`config.mk`:
```
export PLATFORM = sky130hd
export DESIGN_NAME = rptr_empty_ctrl
export DESIGN_NICKNAME = d
export VERILOG_FILES = /design/src/rtl/async_fifo_pkg.sv /design/src/rtl/rptr_empty_ctrl.sv
export SDC_FILE = /design/constraint.sdc
export NUM_CORES = 1
export LEC_CHECK = 0
export CAP_MARGIN = 5
export CORE_MARGIN = 2
export CORE_UTILIZATION = 50
export DETAILED_ROUTE_END_ITERATION = 8
export GPL_TIMING_DRIVEN = 1
export PLACE_DENSITY = 0.82
export RECOVER_POWER = 25
export SETUP_SLACK_MARGIN = 0.1
export SLEW_MARGIN = 20
export SYNTH_ARGS = -nofsm -noshare
export SYNTH_HDL_FRONTEND = slang
export SYNTH_SLANG_ARGS = --single-unit
```
`constraint.sdc`:
```
create_clock -name rclk -period 8 [get_ports rclk]
set_clock_uncertainty 0.05 [all_clocks]
set_input_delay 2 -clock rclk [delete_from_list [all_inputs] [get_ports rclk]]
set_output_delay 2 -clock rclk [all_outputs]
set_load 0.01 [all_outputs]
```
`src/rtl/async_fifo_pkg.sv`:
```
// Gray/binary conversion helpers shared by the read-side empty and write-side full logic.
// Callers zero-extend narrower pointers to 32 bits and truncate the result back.
package async_fifo_pkg;

    localparam int GRAY_W = 32;

    function automatic logic [GRAY_W-1:0] bin2gray(input logic [GRAY_W-1:0] bin);
        return bin ^ (bin >> 1);
    endfunction

    // XOR prefix from the MSB down; zero upper bits leave narrower pointers intact.
    function automatic logic [GRAY_W-1:0] gray2bin(input logic [GRAY_W-1:0] gray);
        logic [GRAY_W-1:0] bin;
        bin[GRAY_W-1] = gray[GRAY_W-1];
        for (int i = GRAY_W - 2; i >= 0; i--) begin
            bin[i] = bin[i+1] ^ gray[i];
        end
        return bin;
    endfunction

endpackage

```
`src/rtl/rptr_empty_ctrl.sv`:
```
// Read-domain pointer, empty/almost-empty and fill-level logic for the async FIFO.
// Flags are pessimistic: reads count at once, while writes arrive through the synchroniser.
module rptr_empty_ctrl
    import async_fifo_pkg::*;
#(
    parameter int          ADDRSIZE     = 4,
    parameter int unsigned AEMPTY_LEVEL = 1
) (
    input  logic                rclk,
    input  logic                rrst_n,
    input  logic                rinc,
    input  logic [ADDRSIZE:0]   rq2_wptr,
    output logic [ADDRSIZE-1:0] raddr,
    output logic [ADDRSIZE:0]   rptr,
    output logic                rempty,
    output logic                arempty,
    output logic [ADDRSIZE:0]   rlevel,
    output logic                rerr
);

    localparam int PW = ADDRSIZE + 1;

    logic [PW-1:0] rbin;
    logic [PW-1:0] rbinnext;
    logic [PW-1:0] rgraynext;
    logic [PW-1:0] wbin;
    logic [PW-1:0] level_next;
    logic          rd_ok;

    // Next-pointer compare lets the final read set rempty on the edge that consumes it.
    always_comb begin
        rd_ok      = rinc & ~rempty;
        rbinnext   = rbin + PW'(rd_ok);
        rgraynext  = PW'(bin2gray(GRAY_W'(rbinnext)));
        wbin       = PW'(gray2bin(GRAY_W'(rq2_wptr)));
        level_next = wbin - rbinnext;
    end

    always_ff @(posedge rclk or negedge rrst_n) begin
        if (!rrst_n) begin
            rbin    <= '0;
            rptr    <= '0;
            rempty  <= 1'b1;
            arempty <= 1'b1;
            rlevel  <= '0;
            rerr    <= 1'b0;
        end else begin
            rbin    <= rbinnext;
            rptr    <= rgraynext;
            rempty  <= (rgraynext == rq2_wptr);
            arempty <= (GRAY_W'(level_next) <= AEMPTY_LEVEL);
            rlevel  <= level_next;
            rerr    <= rinc & rempty;
        end
    end

    assign raddr = rbin[ADDRSIZE-1:0];

endmodule
```
==> results of run 1 <==
-- routing by layer --
metal	routed length (um)	global-route usage (%)	part of all wire, %	vias up
met5	0	0	0	-
met1	663	18.63	44	284
met3	51	1.132	3.4	4
met2	762	28.38	50	16
li1	-	-	-	294
met4	42	13.33	2.8	0
-- sequential cells by signal, summed over array words and instances, names as in the netlist --
signal   flops
arempty      1
rbin         5
rempty       1
rerr         1
rlevel       5
rptr         4
-- power breakdown --
group	total (mW)	switching (mW)	internal, mW
Combinational	0.386	0.173	0.213
Sequential	0.151	0.0186	0.132
Clock	0.0446	0.0260	0.0186
Total	0.581	0.217	0.364
-- logic make-up (layout without fill, tap and decap cells) --
kind of cell             after synthesis  count (layout)  share of synthesized area (%)
XOR/XNOR                              17              17                          24.30
adder cells (fa/ha/maj)                7               7                          10.09
AO/OA/AOI/OAI                          6               6                          6.640
AND/OR/NAND/NOR                       15              15                          9.960
buffers and inverters                  9              37                          3.585
flip-flops                            17              17                          45.42
-- cell type report --
type                    instances  area share, %
clock buffers                   3          1.815
clock inverters                 1         0.4032
flip-flops and latches         17          34.48
well taps                      25          2.520
multi-input cells              45          38.71
inverters                       9          2.722
repair buffers                 24          19.35
-- worst paths after layout --
path,from,end,slack [ns]
max,rq2_wptr[2],arempty$_DFF_PN1_,2.96
min,rempty$_DFF_PN1_,rerr$_DFF_PN0_,0.51
min reg2reg,rempty$_DFF_PN1_,rerr$_DFF_PN0_,0.51
min in group asynchronous,rrst_n,rptr[2]$_DFF_PN0_,2.15
max in group asynchronous,rrst_n,rlevel[4]$_DFF_PN0_,5.28
max reg2reg,rempty$_DFF_PN1_,arempty$_DFF_PN1_,5.00
-- cell usage after synthesis, types with 2 or more instances --
library cell	instances	area share, %
inv_1	9	3.6
nor2b_1	3	2.0
nand3_1	3	1.6
xnor2_1	4	3.7
xor2_1	8	7.4
ha_1	6	8.0
dfrtp_1	15	40
dfstp_2	2	5.6
and2_1	2	1.3
-- stage by stage --
stage	setup WS, ns	instance area (um2)	total power, mW	util, %
6_report	2.964	1241	0.5813	71.11
5_1_grt	2.804	1241	0.6310	71.11
4_1_cts	2.982	1241	0.5908	71.11
3_5_place_dp	2.678	1214	0.5438	69.53
3_3_place_gp	2.764	1214	0.5336	69.53
2_1_floorplan	3.404	942.2	0.4151	-
==> results_dict.tcl, run 1 <==
set metrics [dict create \
    rsz0062_at_grt "no" \
    first_pass_iters 2 \
    grt_pass1_vias 628 \
    p_leak_nw 0.5879 \
    cts_buffer_depth 2 \
    min_path_type "register to register" \
    wl_per_cell_um 12.26 \
    dp.cells 120 \
    port-buffer-count 24 \
    layout_commonest_cell "clkdlybuf4s50_1" \
    core.rowCount 15 \
    async_reset_ff_share_pct 100.0 \
    setup_violations 0 \
    fmax_mhz 198.6 \
    num_vias 598 \
    routed_wl_mm 1.520 \
    core_area_um2 1745 \
    worstSkewPairLatency_ns 0.29 \
    synth_cell_types 28 \
    routed_via_density 4.823 \
    finalCritPeriodShare_pct 62.95 \
    fp.dieArea_um2 2248 \
    dp_hpwl_mm 1.258 \
    grt_antenna_before_repair 0 \
    min_path_cells 1 \
    place.gp.congestion 0.7861 \
    synth_edf_count 0 \
    path_cells "clkdlybuf4s50_1 -> xnor3_2 -> xor2_1 -> xor2_1 -> ha_1 -> fa_1 -> nor2b_1 -> or3b_1 -> and4_4 -> a2111oi_4" \
    synth_ff_type "dfrtp_1" \
    die_w_um 47.41 \
    final_cell_mix "clkdlybuf4s50_1 (23), dfrtp_1 (15), inv_1 (9)" \
    overflow 0 \
    n_fill_cell 132 \
    grt.total_usage_pct 16.47 \
    final_cell_count_no_fill 124 \
    crit_slowest_cell "clkdlybuf4s50_1" \
    critPathRequiredTime_ns 8.14 \
    cts_sinks 17 \
    timing.critical_path.buf_inv 1 \
    fp.dieH_um 47.41 \
    cts_tree "yes" \
    post-cts-setup-buffer-count 0 \
    grt_pass1_wl_mm 2.497 \
    ioPinCount 25 \
    synth.avg_cell_area_um2 13.27 \
    drc 0 \
    seq_area_um2 427.9 \
    status "complete, no violations" \
    htree_num_levels 1 \
    peakVddDrop_uv 292.4 \
    syn_nets 86 \
    grt_max_degree 18 \
    cpLargestDelayFamily "XOR/XNOR gates" \
    end_kind "register" \
    diodes 0 \
    dr.first_iter.drc_count 3 \
    cts_buffers 3 \
    slowest_delay_ns 0.52 \
    yosysSeqAreaShare_pct 45.42 \
    tightest_slew_ns 0.8056 \
    synth_warnings 0 \
    start_util_pct 53.98 \
    post_cts_resized 0 \
    drv_slew 0 \
    synth_area_um2 942.2 \
    antenna_left 0 \
    cts.reportedPaths.clkPinSlew_ns 0.10 \
    cts.root.buffer_cell "clkbuf_4" \
    hold_viol_final 0 \
    path_max_fanout 5 \
    netlist_instances 71 \
    tns_ns 0 \
    max_slew_margin_pct 45.90 \
    reg2reg_depth 8 \
    areaGrowthSynthToFinish_pct 31.74 \
    synth.ff_latch_count 17 \
    worstSetupPathType "input port to register" \
    postCtsHoldBufs 0 \
    drive_gt1_share_pct 11.11 \
    startpoint_type "input port" \
    final_nets 115 \
    p_per_area_nw_per_um2 468.3 \
    multiInputGateArea_um2 480.5 \
    cp_common_cell "xor2_1" \
    cp.depth 10 \
    drv_cap 0 \
    worstPathArrival_ns 5.18 \
    finalCriticalPeriod_ns 5.036 \
    fin_hold_ws_ns 0.5088 \
]
No activity file was read; power rests on OpenSTA's default activity.
==> run 2, diff against run 1 <==
--- a/config.mk
+++ b/config.mk
@@ -7,10 +7,10 @@
 export LEC_CHECK = 0
 export CAP_MARGIN = 5
 export CORE_MARGIN = 2
-export CORE_UTILIZATION = 50
+export CORE_UTILIZATION = 42
 export DETAILED_ROUTE_END_ITERATION = 8
 export GPL_TIMING_DRIVEN = 1
-export PLACE_DENSITY = 0.82
+export PLACE_DENSITY = 0.74
 export RECOVER_POWER = 25
 export SETUP_SLACK_MARGIN = 0.1
 export SLEW_MARGIN = 20
==> constraint.sdc (replaced) <==
create_clock -name rclk -period 4.1 [get_ports rclk]
set_clock_uncertainty 0.05 [all_clocks]
set_input_delay 1.025 -clock rclk [delete_from_list [all_inputs] [get_ports rclk]]
set_output_delay 1.025 -clock rclk [all_outputs]
set_load 0.01 [all_outputs]
==> results_dict.tcl, run 2 (synthesis results as in run 1) <==
set metrics [dict create \
    drc 0 \
    p_total_mw 1.174 \
    reg2reg_depth 8 \
    postPlaceCellArea_um2 1262 \
    dp_hpwl_mm 1.358 \
    cts_buffer_depth 2 \
    port-buffer-count 24 \
    n_fill_cell 187 \
    path_cells "clkdlybuf4s50_1 -> xnor3_2 -> xor2_1 -> xor2_1 -> ha_1 -> fa_1 -> nor2b_1 -> or3b_1 -> and4_4 -> a2111oi_4" \
    r2r_end "arempty$_DFF_PN1_" \
    place.gp.congestion 0.7211 \
    cts.root.buffer_cell "clkbuf_4" \
    htree_num_levels 1 \
    fin_util_pct 59.57 \
    crit_start "rq2_wptr[2]" \
    grt_pass1_wl_mm 2.684 \
    layout_commonest_cell "clkdlybuf4s50_1" \
    drv_slew 0 \
    cts.reportedPaths.clkPinSlew_ns 0.11 \
    cp_common_cell "xor2_1" \
    finalCritPeriodShare_pct 94.16 \
    p_leak_nw 0.6141 \
    fin_area_um2 1292 \
    die_w_um 51.36 \
    dp.cells 129 \
    start_util_pct 43.43 \
    grt.total_usage_pct 14.16 \
    top_regs "rbin x5, rlevel x5, rptr x4" \
    tightest_slew_ns 0.7567 \
    postCtsHoldBufs 0 \
    post_cts_resized 0 \
    startpoint_type "input port" \
    hold_viol_final 0 \
    peakVddDrop_uv 450.1 \
    seq_area_um2 427.9 \
    min_path_type "register to register" \
    slowest_delay_ns 0.49 \
    drive_gt1_share_pct 16.19 \
    post-cts-setup-buffer-count 0 \
    cts_tree "yes" \
    final_cell_mix "clkdlybuf4s50_1 (22), dfrtp_1 (15), inv_1 (9)" \
    reg2reg_slack_ns 1.30 \
    path_max_fanout 2 \
    multiInputGateArea_um2 480.5 \
    num_vias 635 \
    fp.dieH_um 51.36 \
    worstSkewPairLatency_ns 0.30 \
    areaGrowthSynthToFinish_pct 37.18 \
    end_kind "register" \
    r2r_start "rempty$_DFF_PN1_" \
    grt_antenna_before_repair 0 \
    routed_via_density 4.774 \
    grt_max_degree 18 \
    diodes 0 \
    crit_slowest_cell "clkdlybuf4s50_1" \
    final_cell_count_no_fill 133 \
    first_pass_iters 3 \
    dr.first_iter.drc_count 1 \
    cts_sinks 17 \
    core_area_um2 2170 \
    fmax_mhz 259.0 \
    finalCriticalPeriod_ns 3.861 \
    rsz0062_at_grt "no" \
    p_per_area_nw_per_um2 908.1 \
    cp-endpoint "arempty$_DFF_PN1_" \
    critPathRequiredTime_ns 4.25 \
    setup_violations 0 \
    max_slew_margin_pct 49.39 \
    wl_per_cell_um 12.77 \
    worstPathArrival_ns 4.01 \
    fp.dieArea_um2 2638 \
    grt_pass1_vias 636 \
    core.rowCount 17 \
    cts_buffers 3 \
    final_nets 121 \
    worstSetupPathType "input port to register" \
    drv_cap 0 \
    routed_wl_mm 1.699 \
    overflow 0 \
    ioPinCount 25 \
    status "complete, no violations" \
    antenna_left 0 \
]
==> run 2: per-layer routing <==
metal  GRT usage (%)  vias up  wire, um
met5               0        -         0
met4           6.579        0        36
met3           1.754        4        60
met2           25.43       15       890
met1           16.63      307       711
li1                -      309         -
==> run 2: stage by stage <==
stage	setup TNS (ns)	setup WS, ns	hold WS (ns)
2_1_floorplan	0	0.4788	0.5077
3_3_place_gp	0	0.04470	0.4875
3_5_place_dp	-0.09732	-0.06592	0.4917
4_1_cts	0	0.2174	0.5080
5_1_grt	0	0.1127	0.5260
6_report	0	0.2394	0.5060
==> run 2: worst min path at each step <==
stage	depth (start not counted)	from	to	slack [ns]
floorplan	1	rempty$_DFF_PN1_	rerr$_DFF_PN0_	0.51
global placement	1	rempty$_DFF_PN1_	rerr$_DFF_PN0_	0.49
detailed placement	1	rempty$_DFF_PN1_	rerr$_DFF_PN0_	0.49
CTS	1	rempty$_DFF_PN1_	rerr$_DFF_PN0_	0.51
global route	1	rempty$_DFF_PN1_	rerr$_DFF_PN0_	0.53
finish	1	rempty$_DFF_PN1_	rerr$_DFF_PN0_	0.51
==> run 2: cell type report <==
class / count / share of cell area (%)
clock buffers: 3 / 1.742
clock inverters: 1 / 0.5808
flip-flops and latches: 17 / 33.11
repair buffers: 30 / 22.07
multi-input cells: 45 / 37.17
well taps: 28 / 2.711
inverters: 9 / 2.614
==> run 2: worst max-delay path: cells and delay by family <==
kind            cells  cell delay, ns
xor+xnor            3            0.79
simple gates        3            0.75
fa+ha+maj           2            0.68
buf+inv             1            0.49
compound gates      1            0.26
==> run 2: power breakdown <==
group | total, mW | leakage (nW) | internal (mW) | switching (mW)
Sequential | 0.296 | 0.199 | 0.257 | 0.0382
Clock | 0.0940 | 0.0139 | 0.0371 | 0.0569
Combinational | 0.784 | 0.401 | 0.438 | 0.347
Total | 1.17 | 0.614 | 0.732 | 0.442
==> run 3, diff against run 2 <==
--- a/config.mk
+++ b/config.mk
@@ -5,12 +5,13 @@
 export SDC_FILE = /design/constraint.sdc
 export NUM_CORES = 1
 export LEC_CHECK = 0
-export CAP_MARGIN = 5
+export CELL_PAD_IN_SITES_DETAIL_PLACEMENT = 1
+export CELL_PAD_IN_SITES_GLOBAL_PLACEMENT = 2
 export CORE_MARGIN = 2
-export CORE_UTILIZATION = 42
+export CORE_UTILIZATION = 28
 export DETAILED_ROUTE_END_ITERATION = 8
 export GPL_TIMING_DRIVEN = 1
-export PLACE_DENSITY = 0.74
+export PLACE_DENSITY_LB_ADDON = 0.1
 export RECOVER_POWER = 25
 export SETUP_SLACK_MARGIN = 0.1
 export SLEW_MARGIN = 20
==> results_dict.tcl, run 3 (synthesis results as in run 1) <==
set metrics [dict create \
    htree_num_levels 1 \
    seq_area_um2 427.9 \
    core_area_um2 3284 \
    areaGrowthSynthToFinish_pct 39.31 \
    fp.dieH_um 62.01 \
    start_util_pct 28.69 \
    end_kind "register" \
    drc 0 \
    post-cts-setup-buffer-count 0 \
    p_per_area_nw_per_um2 890.7 \
    crit_start "rq2_wptr[2]" \
    critPathRequiredTime_ns 4.24 \
    rsz0062_at_grt "no" \
    clkPwrFrac_pct 7.7 \
    setup_violations 0 \
    p_leak_nw 0.6166 \
    wl_per_cell_um 12.21 \
    reg2reg_depth 8 \
    multiInputGateArea_um2 480.5 \
    fin_hold_ws_ns 0.5076 \
    fin_util_pct 39.96 \
    cp_common_cell "xor2_1" \
    post_cts_resized 0 \
    grt_pass1_vias 709 \
    top_regs "rbin x5, rlevel x5, rptr x4" \
    tightest_slew_ns 0.7909 \
    status "complete, no violations" \
    finalCriticalPeriod_ns 3.838 \
    dp_hpwl_mm 1.496 \
    slowest_delay_ns 0.49 \
    drive_gt1_share_pct 16.19 \
    num_vias 646 \
    cp-endpoint "arempty$_DFF_PN1_" \
    overflow 0 \
    hold_viol_final 0 \
    crit_slowest_cell "clkdlybuf4s50_1" \
    place.gp.congestion 0.6652 \
    first_pass_iters 2 \
    cts.root.buffer_cell "clkbuf_4" \
    antenna_left 0 \
    startpoint_type "input port" \
    routed_wl_mm 1.843 \
    ioPinCount 25 \
    postCtsHoldBufs 0 \
    cts_buffer_depth 2 \
    grt_max_degree 18 \
    finalCritPeriodShare_pct 93.60 \
    path_max_fanout 2 \
    fmax_mhz 260.6 \
    path_cells "clkdlybuf4s50_1 -> xnor3_2 -> xor2_1 -> xor2_1 -> ha_1 -> fa_1 -> nor2b_1 -> or3b_1 -> and4_4 -> a2111oi_4" \
    dr.first_iter.drc_count 11 \
    cts_tree "yes" \
    max_slew_margin_pct 47.10 \
    p_switching_mw 0.4358 \
    grt_pass1_wl_mm 3.029 \
    routed_via_density 4.278 \
    power.internal_mw 0.7333 \
    die_w_um 62.01 \
    swShare_pct 37.27 \
    drv_slew 0 \
    r2r_end "arempty$_DFF_PN1_" \
    cts.reportedPaths.clkPinSlew_ns 0.11 \
    fp.dieArea_um2 3845 \
    port-buffer-count 24 \
    diodes 0 \
    grt_antenna_before_repair 0 \
    reg2reg_slack_ns 1.31 \
    r2r_start "rempty$_DFF_PN1_" \
    worstSkewPairLatency_ns 0.29 \
    final_cell_mix "clkdlybuf4s50_1 (23), dfrtp_1 (15), inv_1 (9)" \
    layout_commonest_cell "clkdlybuf4s50_1" \
    n_fill_cell 359 \
    grt.total_usage_pct 11.13 \
    p_comb_share_pct 67.1 \
    drv_cap 0 \
    cts_sinks 17 \
    cts_buffers 3 \
    worstPathArrival_ns 3.98 \
    final_nets 121 \
    p_seq_share_pct 25.2 \
    worstHoldStart "rempty$_DFF_PN1_" \
    min_path_type "register to register" \
    peakVddDrop_uv 461.4 \
    worstSetupPathType "input port to register" \
    core.rowCount 21 \
]
==> run 3: cell count changes in the layout (fill, tap and decap cells not counted) <==
cell             previous run  this run
and2_0                      0         1
and2_1                      2         1
clkdlybuf4s50_1            22        23
clkinv_2                    0         1
clkinvlp_4                  1         0
dlygate4sd3_1               2         1
==> run 3: final cells by class <==
class	count	area share, %
well taps	46	4.385
flip-flops and latches	17	32.60
inverters	9	2.574
clock inverters	1	0.3813
repair buffers	30	21.73
clock buffers	3	1.716
multi-input cells	45	36.61
==> run 3: power by group through the flow <==
stage	combinational, mW	sequential, mW	clock, mW
floorplan	0.472	0.338	0
global placement	0.797	0.297	0
detailed placement	0.801	0.301	0
CTS	0.807	0.297	0.0966
global route	0.881	0.305	0.105
finish	0.784	0.295	0.0902
==> run 3: worst max-delay path: cells and delay by family <==
kind	cells	cell delay [ns]
AO/OA/AOI/OAI	1	0.26
XOR/XNOR	3	0.77
adder cells (fa/ha/maj)	2	0.68
buffers and inverters	1	0.49
AND/OR/NAND/NOR	3	0.75
==> run 3: worst min path at each step <==
stage	depth (start not counted)	to	slack (ns)
after floorplan	1	rerr$_DFF_PN0_	0.51
after global placement	1	rerr$_DFF_PN0_	0.49
after detailed placement	1	rerr$_DFF_PN0_	0.50
after CTS	1	rerr$_DFF_PN0_	0.51
after global routing	1	rerr$_DFF_PN0_	0.54
final	1	rerr$_DFF_PN0_	0.51
==> run 3: metrics by stage <==
| stage | TNS (ns) | setup slack (ns) | cell area, um2 | instances | power (mW) |
|---|---|---|---|---|---|
| 2_1_floorplan | 0 | 0.4788 | 942.2 | 71 | 0.8099 |
| 4_1_cts | 0 | 0.2541 | 1313 | 151 | 1.200 |
| 3_5_place_dp | -0.06606 | -0.03928 | 1285 | 147 | 1.102 |
| 3_3_place_gp | -0.0008611 | -0.0008611 | 1285 | 147 | 1.094 |
| 6_report | 0 | 0.2623 | 1313 | 151 | 1.169 |
| 5_1_grt | 0 | 0.1385 | 1313 | 151 | 1.290 |
==> run 3: layer usage <==
metal | track usage [%] | share of wire (%) | vias to the layer above
met1 | 13.47 | 43 | 328
met2 | 18.90 | 52 | 11
met4 | 5.471 | 1.1 | 0
li1 | - | - | 305
met3 | 2.070 | 3.9 | 2
met5 | 0 | 0 | -
